===== src/rtl/mem_port_arbiter.sv =====
// mem_port_arbiter
//   Shares one physical memory port between the instruction-side and data-side
//   cache miss paths. A request is latched at grant time and replayed onto the
//   physical port from registers. Read data returns to the granted side with a
//   one-cycle response pulse, and there is always one idle cycle between
//   transactions.
//
//   Optional build macro ARB_RR_EN: when defined, simultaneous requests are
//   granted round-robin using a last_grant register that resets to the data
//   side. When undefined, the data side has fixed priority.
//
// Ports
//   clk_i, rst_ni      clock (rising edge), asynchronous active-low reset
//   imem_*             instruction side: read request, address, rdata, resp
//   dmem_*             data side: read/write request, address, wdata, rdata, resp
//   pmem_*             physical port: registered read/write, address, wdata;
//                      rdata and resp pulse from memory
module mem_port_arbiter #(
   parameter int unsigned ADDR_W = 32,
   parameter int unsigned LINE_W = 256
) (
   input  logic              clk_i,
   input  logic              rst_ni,
   input  logic              imem_read_i,
   input  logic [ADDR_W-1:0] imem_address_i,
   output logic [LINE_W-1:0] imem_rdata_o,
   output logic              imem_resp_o,
   input  logic              dmem_read_i,
   input  logic              dmem_write_i,
   input  logic [ADDR_W-1:0] dmem_address_i,
   input  logic [LINE_W-1:0] dmem_wdata_i,
   output logic [LINE_W-1:0] dmem_rdata_o,
   output logic              dmem_resp_o,
   output logic              pmem_read_o,
   output logic              pmem_write_o,
   output logic [ADDR_W-1:0] pmem_address_o,
   output logic [LINE_W-1:0] pmem_wdata_o,
   input  logic [LINE_W-1:0] pmem_rdata_i,
   input  logic              pmem_resp_i
);

   typedef enum logic [2:0] {StIdle, StGntI, StGntD, StRespI, StRespD} state_e;

   state_e            state_q, state_d;
   logic [ADDR_W-1:0] addr_q, addr_d;
   logic [LINE_W-1:0] wdata_q, wdata_d;
   logic              op_we_q, op_we_d;
   logic [LINE_W-1:0] irdata_q, irdata_d;
   logic [LINE_W-1:0] drdata_q, drdata_d;

   logic dreq;
   logic grant_d;
   logic grant_i;

   // A simultaneous read and write from the data side is handled as a write.
   assign dreq = dmem_read_i | dmem_write_i;

`ifdef ARB_RR_EN
   logic last_d_q, last_d_d;  // 1: data side received the most recent grant

   always_comb begin
      grant_d = dreq;
      grant_i = imem_read_i;
      if (dreq && imem_read_i) begin
         grant_d = ~last_d_q;
         grant_i = last_d_q;
      end
   end

   always_comb begin
      last_d_d = last_d_q;
      if (state_q == StIdle && (grant_d || grant_i)) begin
         last_d_d = grant_d;
      end
   end

   always_ff @(posedge clk_i or negedge rst_ni) begin
      if (!rst_ni) begin
         last_d_q <= 1'b1;
      end else begin
         last_d_q <= last_d_d;
      end
   end
`else
   assign grant_d = dreq;
   assign grant_i = imem_read_i & ~dreq;
`endif

   // State and transaction registers.
   always_ff @(posedge clk_i or negedge rst_ni) begin
      if (!rst_ni) begin
         state_q  <= StIdle;
         addr_q   <= '0;
         wdata_q  <= '0;
         op_we_q  <= 1'b0;
         irdata_q <= '0;
         drdata_q <= '0;
      end else begin
         state_q  <= state_d;
         addr_q   <= addr_d;
         wdata_q  <= wdata_d;
         op_we_q  <= op_we_d;
         irdata_q <= irdata_d;
         drdata_q <= drdata_d;
      end
   end

   // Next-state and latch logic. Requester inputs are only sampled in StIdle.
   always_comb begin
      state_d  = state_q;
      addr_d   = addr_q;
      wdata_d  = wdata_q;
      op_we_d  = op_we_q;
      irdata_d = irdata_q;
      drdata_d = drdata_q;
      unique case (state_q)
         StIdle: begin
            if (grant_d) begin
               addr_d  = dmem_address_i;
               wdata_d = dmem_wdata_i;
               op_we_d = dmem_write_i;
               state_d = StGntD;
            end else if (grant_i) begin
               addr_d  = imem_address_i;
               op_we_d = 1'b0;
               state_d = StGntI;
            end
         end
         StGntI: begin
            if (pmem_resp_i) begin
               irdata_d = pmem_rdata_i;
               state_d  = StRespI;
            end
         end
         StGntD: begin
            if (pmem_resp_i) begin
               drdata_d = pmem_rdata_i;
               state_d  = StRespD;
            end
         end
         StRespI, StRespD: begin
            state_d = StIdle;
         end
         default: begin
            state_d = StIdle;
         end
      endcase
   end

   // Outputs decode directly from registered state, so they are glitch-free
   // and drop on the same edge that leaves the grant state.
   always_comb begin
      pmem_read_o    = (state_q == StGntI) || ((state_q == StGntD) && !op_we_q);
      pmem_write_o   = (state_q == StGntD) && op_we_q;
      pmem_address_o = addr_q;
      pmem_wdata_o   = wdata_q;
      imem_resp_o    = (state_q == StRespI);
      dmem_resp_o    = (state_q == StRespD);
      imem_rdata_o   = irdata_q;
      dmem_rdata_o   = drdata_q;
   end

endmodule


===== config.mk =====
export PLATFORM = sky130hd
export DESIGN_NAME = mem_port_arbiter
export DESIGN_NICKNAME = d
export VERILOG_FILES = /design/src/rtl/mem_port_arbiter.sv
export SDC_FILE = /design/constraint.sdc
export NUM_CORES = 1
export LEC_CHECK = 0
export ABC_AREA = 0
export CAP_MARGIN = 30
export CORE_AREA = 2 2 541 543
export CTS_CLUSTER_SIZE = 24
export DETAILED_ROUTE_END_ITERATION = 10
export DIE_AREA = 0 0 543 545
export PLACE_DENSITY_LB_ADDON = 0.08
export SETUP_SLACK_MARGIN = 0.1
export SLEW_MARGIN = 20
export SYNTH_ARGS = -nofsm -noshare
export SYNTH_HDL_FRONTEND = slang
export SYNTH_SLANG_ARGS = --single-unit
export TNS_END_PERCENT = 100

===== constraint.sdc =====
create_clock -name clk_i -period 4.2 [get_ports clk_i]
set_input_delay 0.63 -clock clk_i [delete_from_list [all_inputs] [get_ports clk_i]]
set_output_delay 0.63 -clock clk_i [all_outputs]
set_load 0.01 [all_outputs]

# == Yosys cells after proc, flatten, opt, wreduce, memory -nomap -nowiden ==
# Index checks and enable logic that the tools add are counted.
# totals
register_bits,804
latch_bits,0
mem_bits_rw,0
romBits,0
output_inout_bits,804
wordCells,36
mem_count,0
# op_classes
n_addsub,0
n_mul,0
div,0
order_cmp,0
eq_ne,7
shifts,0
muxes,9
bitwise_logic,3
reduce_logical,11
# ops
op,n
$mux 32,2
$mux 3,4
$pmux 3 s3,1
$reduce_and 2->1,4
$eq 3x2->1 const B,2
$ne 2x2->1 const B,2
$eq 3x1->1 const B,1
$eq 3x3->1 const B,1
$logic_not 3->1,1
$ne 3x3->1 const B,1
$reduce_and 3->1,1
$logic_and 1x1->1,2
$mux 1,2
$reduce_bool 2->1,1
$and 1x1->1,1
$logic_not 1->1,1
$logic_or 1x1->1,1
$not 1->1,1
$or 1x1->1,1

# == Longest topological paths before layout ==
# Gate-level depths: netlist (run 1).
# depth
depth_word,6
mapped_depth,6
mapped_depth_nobuf,3

# == Worst setup path after synthesis (run 1) ==
# Ideal clock, no wire load.
# synth_path
path_type,input-to-reg
start,input port dmem_write_i
end,"register addr_q[0], in the netlist pmem_address_o[0]"
setup_ns,0.125
arrival_ns,1.895
t_required_ns,4.075
setup_slack_ns,2.181
path_stages,4
path_buffers,1
path_cell_list,nor2_1 clkbuf_1 mux2_2 mux2_2
# synth_between
elab_chain_cells,5
word_cells_on_any_way,6
cone_classes,mux: 1; bitwise: 3; reduce/logical: 2
# synth_lines
element,line,text
"start, declared",29,"input logic dmem_write_i,"
$or 1x1->1 (*),56,assign dreq = dmem_read_i | dmem_write_i;
$not 1->1,86,assign grant_i = imem_read_i & ~dreq;
$and 1x1->1,86,
$reduce_bool 2->1 (no line),n/a,
$reduce_and 2->1 (no line),n/a,
"end signal, assigned",100,addr_q <= addr_d;
"end, declared",45,"logic [ADDR_W-1:0] addr_q, addr_d;"
# Mark *: on every way between the ends. The rest lies on a longest branch, timed or not.
# A chain may end at the register's enable or synchronous reset.

# == Worst setup path in the final report (run 1) ==
# layout_path
start,register state_q[1]
end,output port imem_resp_o
# layout_between
elab_chain_cells,1
# layout_lines
element,line,text
"start, declared",44,"state_e state_q, state_d;"
"start signal, assigned",92,state_q <= StIdle;
"start signal, assigned",99,state_q <= state_d;
$eq 3x2->1,157,imem_resp_o = (state_q == StRespI);
"end, declared",27,"output logic imem_resp_o,"
# No other way between the ends.

==> impl_metrics.toml, run 1 <==
[final_layout]
final_cell_mix = "clkdlybuf4s50_1 (1384), dfrtp_1 (804), mux2_2 (592), mux2_4 (240), clkbuf_16 (120)"
layout_commonest_cell = "clkdlybuf4s50_1"
drive_gt1_share_pct = 32.0
nNetsFinal = 3799
synthToLayoutAreaGrowth_pct = 71.5

[job]
cap_violations = 0

[yosys]
ys_seq_area_share_pct = 64.0
postSynthCellCount = 1752
synth_cell_type_count = 23
synthArstFlopShare_pct = 100
avgSynthCellArea_um2 = 18.0
synth_top_area_share_pct = 64.0
synth.cell_area_um2 = 31500
synth_ff_type = "dfrtp_1"
synth-edff-count = 0
ys_seq_elements = 804
synth_fp_nets = 2334
ys_top_cells_by_area = "dfrtp_1 (64%), mux2_2 (21%), mux2_4 (11%)"
yosysTopAreaCell = "dfrtp_1"
yosys_warnings = 0

[worst_setup_path]
path_max_fanout = 7
timing.rr.end = "pmem_wdata_o[15]$_DFFE_PN0P_"
setup.worst_path.start = "state_q[1]$_DFFE_PN0P_"
crit_path_end = "imem_resp_o"
worst_ep_required_time_ns = 3.57
reg2reg_from = "state_q[0]$_DFFE_PN0P_"
worstRegToRegCells = 4
regToRegSetupSlack_ns = 1.81
cp-start-kind = "flop"
crit_type = "reg2out"
end_kind = "output pin"
cp.arrival_ns = 2.56

[clocking]
cts_root_buffer = "clkbuf_16"
insertion_delay_ns = 0.82
htreeDepth = 3
clockBufferDepth = 4
cts_buffers = 120
cts_tree = "done"
clk_pin_slew_worst_paths_ns = 0.06
clock-sinks = 804
post_cts_buffers = 0

[global_routing]
grt_antenna_before_repair = 99
grt_pass1_vias = 23600
grt_max_degree = 90
gr-total-overflow = 0
grt_usage_pct = 11.9
grt_pass1_wl_um = 238000

[sta]
fmax_mhz = 314
period_share_pct = 75.9
setup_violations = 0
fin_crit_ns = 3.19
rsz0062_at_grt = "false"
finalHoldViolations = 0
slew_viol_final = 0
worst_pin_slew_ns = 0.989
finClkSkew_ns = 0.0406
final.setup.tns_ns = 0
slew_headroom_pct = 34.0

[outcome]
status = "complete, no violations"

[hold_path]
hold_class = "in2reg"
hold_depth = 2

[power_and_ir_drop]
power_density_nw_per_um2 = 826
power_mw = 44.6
leakagePower_nw = 21.2
peakVddDrop_v = 0.000332

[floorplan]
num_rows = 198
die_h_um = 545
io_pins = 1386
dieArea_um2 = 296000
initial_utilization_pct = 10.8
core_um2 = 290000
die_w_um = 543

[route]
viasPerCell = 2.95
route.detailed.drc = 0
ant_nets = 0
via_count = 21300
first_iter_violations = 673
dr.pass1.iters = 4
wl_um = 182000
routedWlPerCell_um = 25.1

[placement]
place_congestion = 0.760
io_buffers = 1385
hpwl_um = 143000
sequential cells by signal, indices dropped and copies added (netlist names):
register,count
imem_rdata_o,256
pmem_address_o,32
pmem_wdata_o,256
state_q,3
dmem_rdata_o,256
op_we_q,1
synthesized netlist by cell type, types with 2 or more instances:
cell	instances
mux2_2	592
mux2_4	240
o21ai_0	2
dfrtp_1	804
nor3_2	2
buf_12	26
inv_1	2
nor3_1	2
buf_2	40
buf_4	25
a21oi_1	3
nor2_1	2
nand2_1	2
routing by layer:
layer  up-vias  global-route usage (%)  part of all wire, %
met5         -                       0                 0.30
met3       300                    6.54                   12
met2       983                    20.5                   50
met1     10700                    12.3                   36
met4        88                    3.32                  2.6
li1       9212                       -                    -
cell type report:
type,count,area (um^2)
timing repair buffer,1436,14500
tap,3900,4880
antenna,23,57.6
clock buffer,200,3650
clock inverter,14,245
fill,31500,236000
multi-input combinational,852,10400
sequential,804,20100
inverter,3,13.8
per-stage QoR:
stage          hold slack (ns)  utilization [%]  cells  area, um^2  setup slack (ns)
2_1_floorplan            0.334                -   1752       31500              2.18
3_3_place_gp             0.488             17.2   6993       50000             0.693
3_5_place_dp             0.491             17.2   6994       50000              1.20
4_1_cts                  0.282             18.6   7209       53900             0.823
5_1_grt                  0.340             18.6   7215       53900             0.814
6_report                 0.410             18.6   7232       53900              1.01
kinds of logic (layout without fill, tap and decap cells):
| kind of cell | Yosys count | after routing | share of synthesized area, % |
|---|---|---|---|
| simple gates | 12 | 12 | 0.282 |
| flops | 804 | 804 | 64.0 |
| other cells | 0 | 23 | 0 |
| buf+inv | 96 | 1653 | 2.98 |
| mux | 832 | 832 | 32.6 |
| compound gates | 8 | 8 | 0.143 |
report_power, final:
part           switching, mW  internal (mW)  total, mW
Clock                   4.10           6.16       10.3
Combinational           8.86           11.5       20.4
Sequential              2.18           11.7       13.9
Total                   15.1           29.4       44.6
how the worst min path moves through the flow:
| stage | end | slack, ns | startpoint |
|---|---|---|---|
| finish | pmem_wdata_o[47]$_DFFE_PN0P_ | 0.41 | dmem_wdata_i[47] |
| global route | pmem_wdata_o[211]$_DFFE_PN0P_ | 0.34 | dmem_wdata_i[211] |
| CTS | pmem_wdata_o[46]$_DFFE_PN0P_ | 0.28 | dmem_wdata_i[46] |
| detailed placement | imem_rdata_o[123]$_DFFE_PN0P_ | 0.49 | imem_rdata_o[123]$_DFFE_PN0P_ |
| global placement | pmem_wdata_o[225]$_DFFE_PN0P_ | 0.49 | pmem_wdata_o[225]$_DFFE_PN0P_ |
| floorplan | dmem_rdata_o[0]$_DFFE_PN0P_ | 0.33 | rst_ni |
critical path: stages (launching register included):
cell and delay [ns]:
dfrtp_1 0.50, inv_1 0.17, nor3_1 0.24, clkdlybuf4s50_1 0.82
what timing repair did:
action | 4_1_cts | 5_1_grt
hold endpoints to repair | 34 | 0
hold buffers | 1 | 0
gates resized for setup | 0 | 0
(Power assumes the default switching activity.)
==> run 2: changes to the inputs <==
--- a/config.mk
+++ b/config.mk
@@ -7,10 +7,10 @@
 export LEC_CHECK = 0
 export ABC_AREA = 0
 export CAP_MARGIN = 30
-export CORE_AREA = 2 2 541 543
+export CORE_AREA = 2 2 544 546
 export CTS_CLUSTER_SIZE = 24
 export DETAILED_ROUTE_END_ITERATION = 10
-export DIE_AREA = 0 0 543 545
+export DIE_AREA = 0 0 546 548
 export PLACE_DENSITY_LB_ADDON = 0.08
 export SETUP_SLACK_MARGIN = 0.1
 export SLEW_MARGIN = 20
==> constraint.sdc (replaced) <==
create_clock -name clk_i -period 3.1 [get_ports clk_i]
set_input_delay 0.465 -clock clk_i [delete_from_list [all_inputs] [get_ports clk_i]]
set_output_delay 0.465 -clock clk_i [all_outputs]
set_load 0.01 [all_outputs]
==> impl_metrics.toml, run 2 (synthesis results as in run 1) <==
[global_routing]
gr-total-overflow = 0
grt_usage_pct = 11.3
grt_pass1_vias = 23700
grt_pass1_wl_um = 232000
grt_max_degree = 87
grt_antenna_before_repair = 84

[route]
viasPerCell = 2.94
wl_um = 174000
ant_nets = 0
route.detailed.drc = 0
dr.pass1.iters = 4
routedWlPerCell_um = 24.0
first_iter_violations = 678
via_count = 21400

[power_and_ir_drop]
leakagePower_nw = 21.3
peakVddDrop_v = 0.000466
power_density_nw_per_um2 = 1100

[clocking]
clock-sinks = 804
insertion_delay_ns = 0.83
cts_buffers = 120
clockBufferDepth = 4
cts_root_buffer = "clkbuf_16"
cts_tree = "done"
htreeDepth = 3
clk_pin_slew_worst_paths_ns = 0.06

[final_layout]
fillCellCount = 31900
final_cell_mix = "clkdlybuf4s50_1 (1381), dfrtp_1 (803), mux2_2 (592), mux2_4 (240), clkbuf_16 (120)"
synthToLayoutAreaGrowth_pct = 72.1
nNetsFinal = 3820
drive_gt1_share_pct = 32.7
layout_commonest_cell = "clkdlybuf4s50_1"

[floorplan]
die_w_um = 546
initial_utilization_pct = 10.7
num_rows = 199
core_um2 = 293000
io_pins = 1386
dieArea_um2 = 299000
die_h_um = 548

[worst_setup_path]
cp.arrival_ns = 2.30
worst_ep_required_time_ns = 2.63
end_kind = "output pin"
regToRegSetupSlack_ns = 0.79
cp-start-kind = "flop"
path_max_fanout = 7
reg2reg_from = "state_q[0]$_DFFE_PN0P_"
crit_type = "reg2out"
timing.rr.end = "imem_rdata_o[121]$_DFFE_PN0P_"
worstRegToRegCells = 5

[job]
cap_violations = 0

[sta]
rsz0062_at_grt = "false"
fmax_mhz = 362
slew_viol_final = 0
fin_crit_ns = 2.77
holdWs_ns = 0.168
final.setup.tns_ns = 0
finClkSkew_ns = 0.0327
setup_violations = 0
worst_pin_slew_ns = 0.731
finalHoldViolations = 0
period_share_pct = 89.2
slew_headroom_pct = 51.3

[placement]
place_congestion = 0.730
io_buffers = 1385
hpwl_um = 139000

[outcome]
status = "complete, no violations"

[hold_path]
hold_class = "in2async"
[run 2: changes by cell type in the layout (fill, tap and decap cells not counted), sizes merged, moves of 2 or more]
cell	delta
dlygate4sd2	+2
buf	+21
diode	-7
clkdlybuf4s50	-3
inv	-2
clkinv	+9
bufinv	-2
clkbuf	-7
[run 2: per-stage QoR]
stage          total power, mW  area, um^2  util (%)  worst slack [ns]  cells
2_1_floorplan             29.3       31500         -              1.25   1752
3_3_place_gp              47.2       50200      17.1             0.408   7034
3_5_place_dp              47.1       50200      17.1             0.422   7034
4_1_cts                   61.6       54100      18.5            0.0820   7248
5_1_grt                   63.2       54100      18.5             0.157   7250
6_report                  59.7       54100      18.5             0.335   7264
[run 2: routing by layer]
metal  vias to the layer above  part of all wire (%)  track usage, %
li1                       9249                     -               -
met1                     10800                    37            12.1
met2                       992                    50            19.7
met3                       264                    11            5.74
met4                        72                   1.9            2.43
met5                         -                  0.26               0
[run 2: worst max-delay path by stage]
stage	start	slack [ns]	end
2_1_floorplan	dmem_write_i	1.25	pmem_address_o[0]$_DFFE_PN0P_
3_3_place_gp	pmem_resp_i	0.41	imem_rdata_o[96]$_DFFE_PN0P_
3_5_place_dp	pmem_resp_i	0.42	imem_rdata_o[111]$_DFFE_PN0P_
4_1_cts	state_q[1]$_DFFE_PN0P_	0.08	pmem_write_o
5_1_grt	state_q[0]$_DFFE_PN0P_	0.16	imem_resp_o
6_report	state_q[0]$_DFFE_PN0P_	0.33	imem_resp_o
[run 2: worst max-delay path, stage by stage (launching register included)]
cell and delay (ns):
dfrtp_1 0.56, inv_4 0.09, nor3_1 0.21, clkdlybuf4s50_1 0.64
[run 2: final cells by class]
cell class	count	area [um^2]	area share, %
flip-flops and latches	804	20100	37.2
diodes	16	40.0	0.0739
repair buffers	1457	14800	27.3
well taps	3919	4900	9.06
clock buffers	193	3630	6.70
multi-input cells	852	10400	19.3
clock inverters	20	229	0.423
inverters	3	13.8	0.0254
[run 2: repair_timing]
action                                  CTS  global route
hold buffers                              1             0
hold endpoints to repair                 16             0
gates resized for setup                   7             1
buffers inserted                          0             0
pin swaps                                 0             0
endpoints found under the setup margin    3             2
[run 2: where the power goes]
group / internal, mW / switching (mW)
clock: 8.17 / 5.47
combinational: 15.7 / 11.5
sequential: 15.9 / 3.03
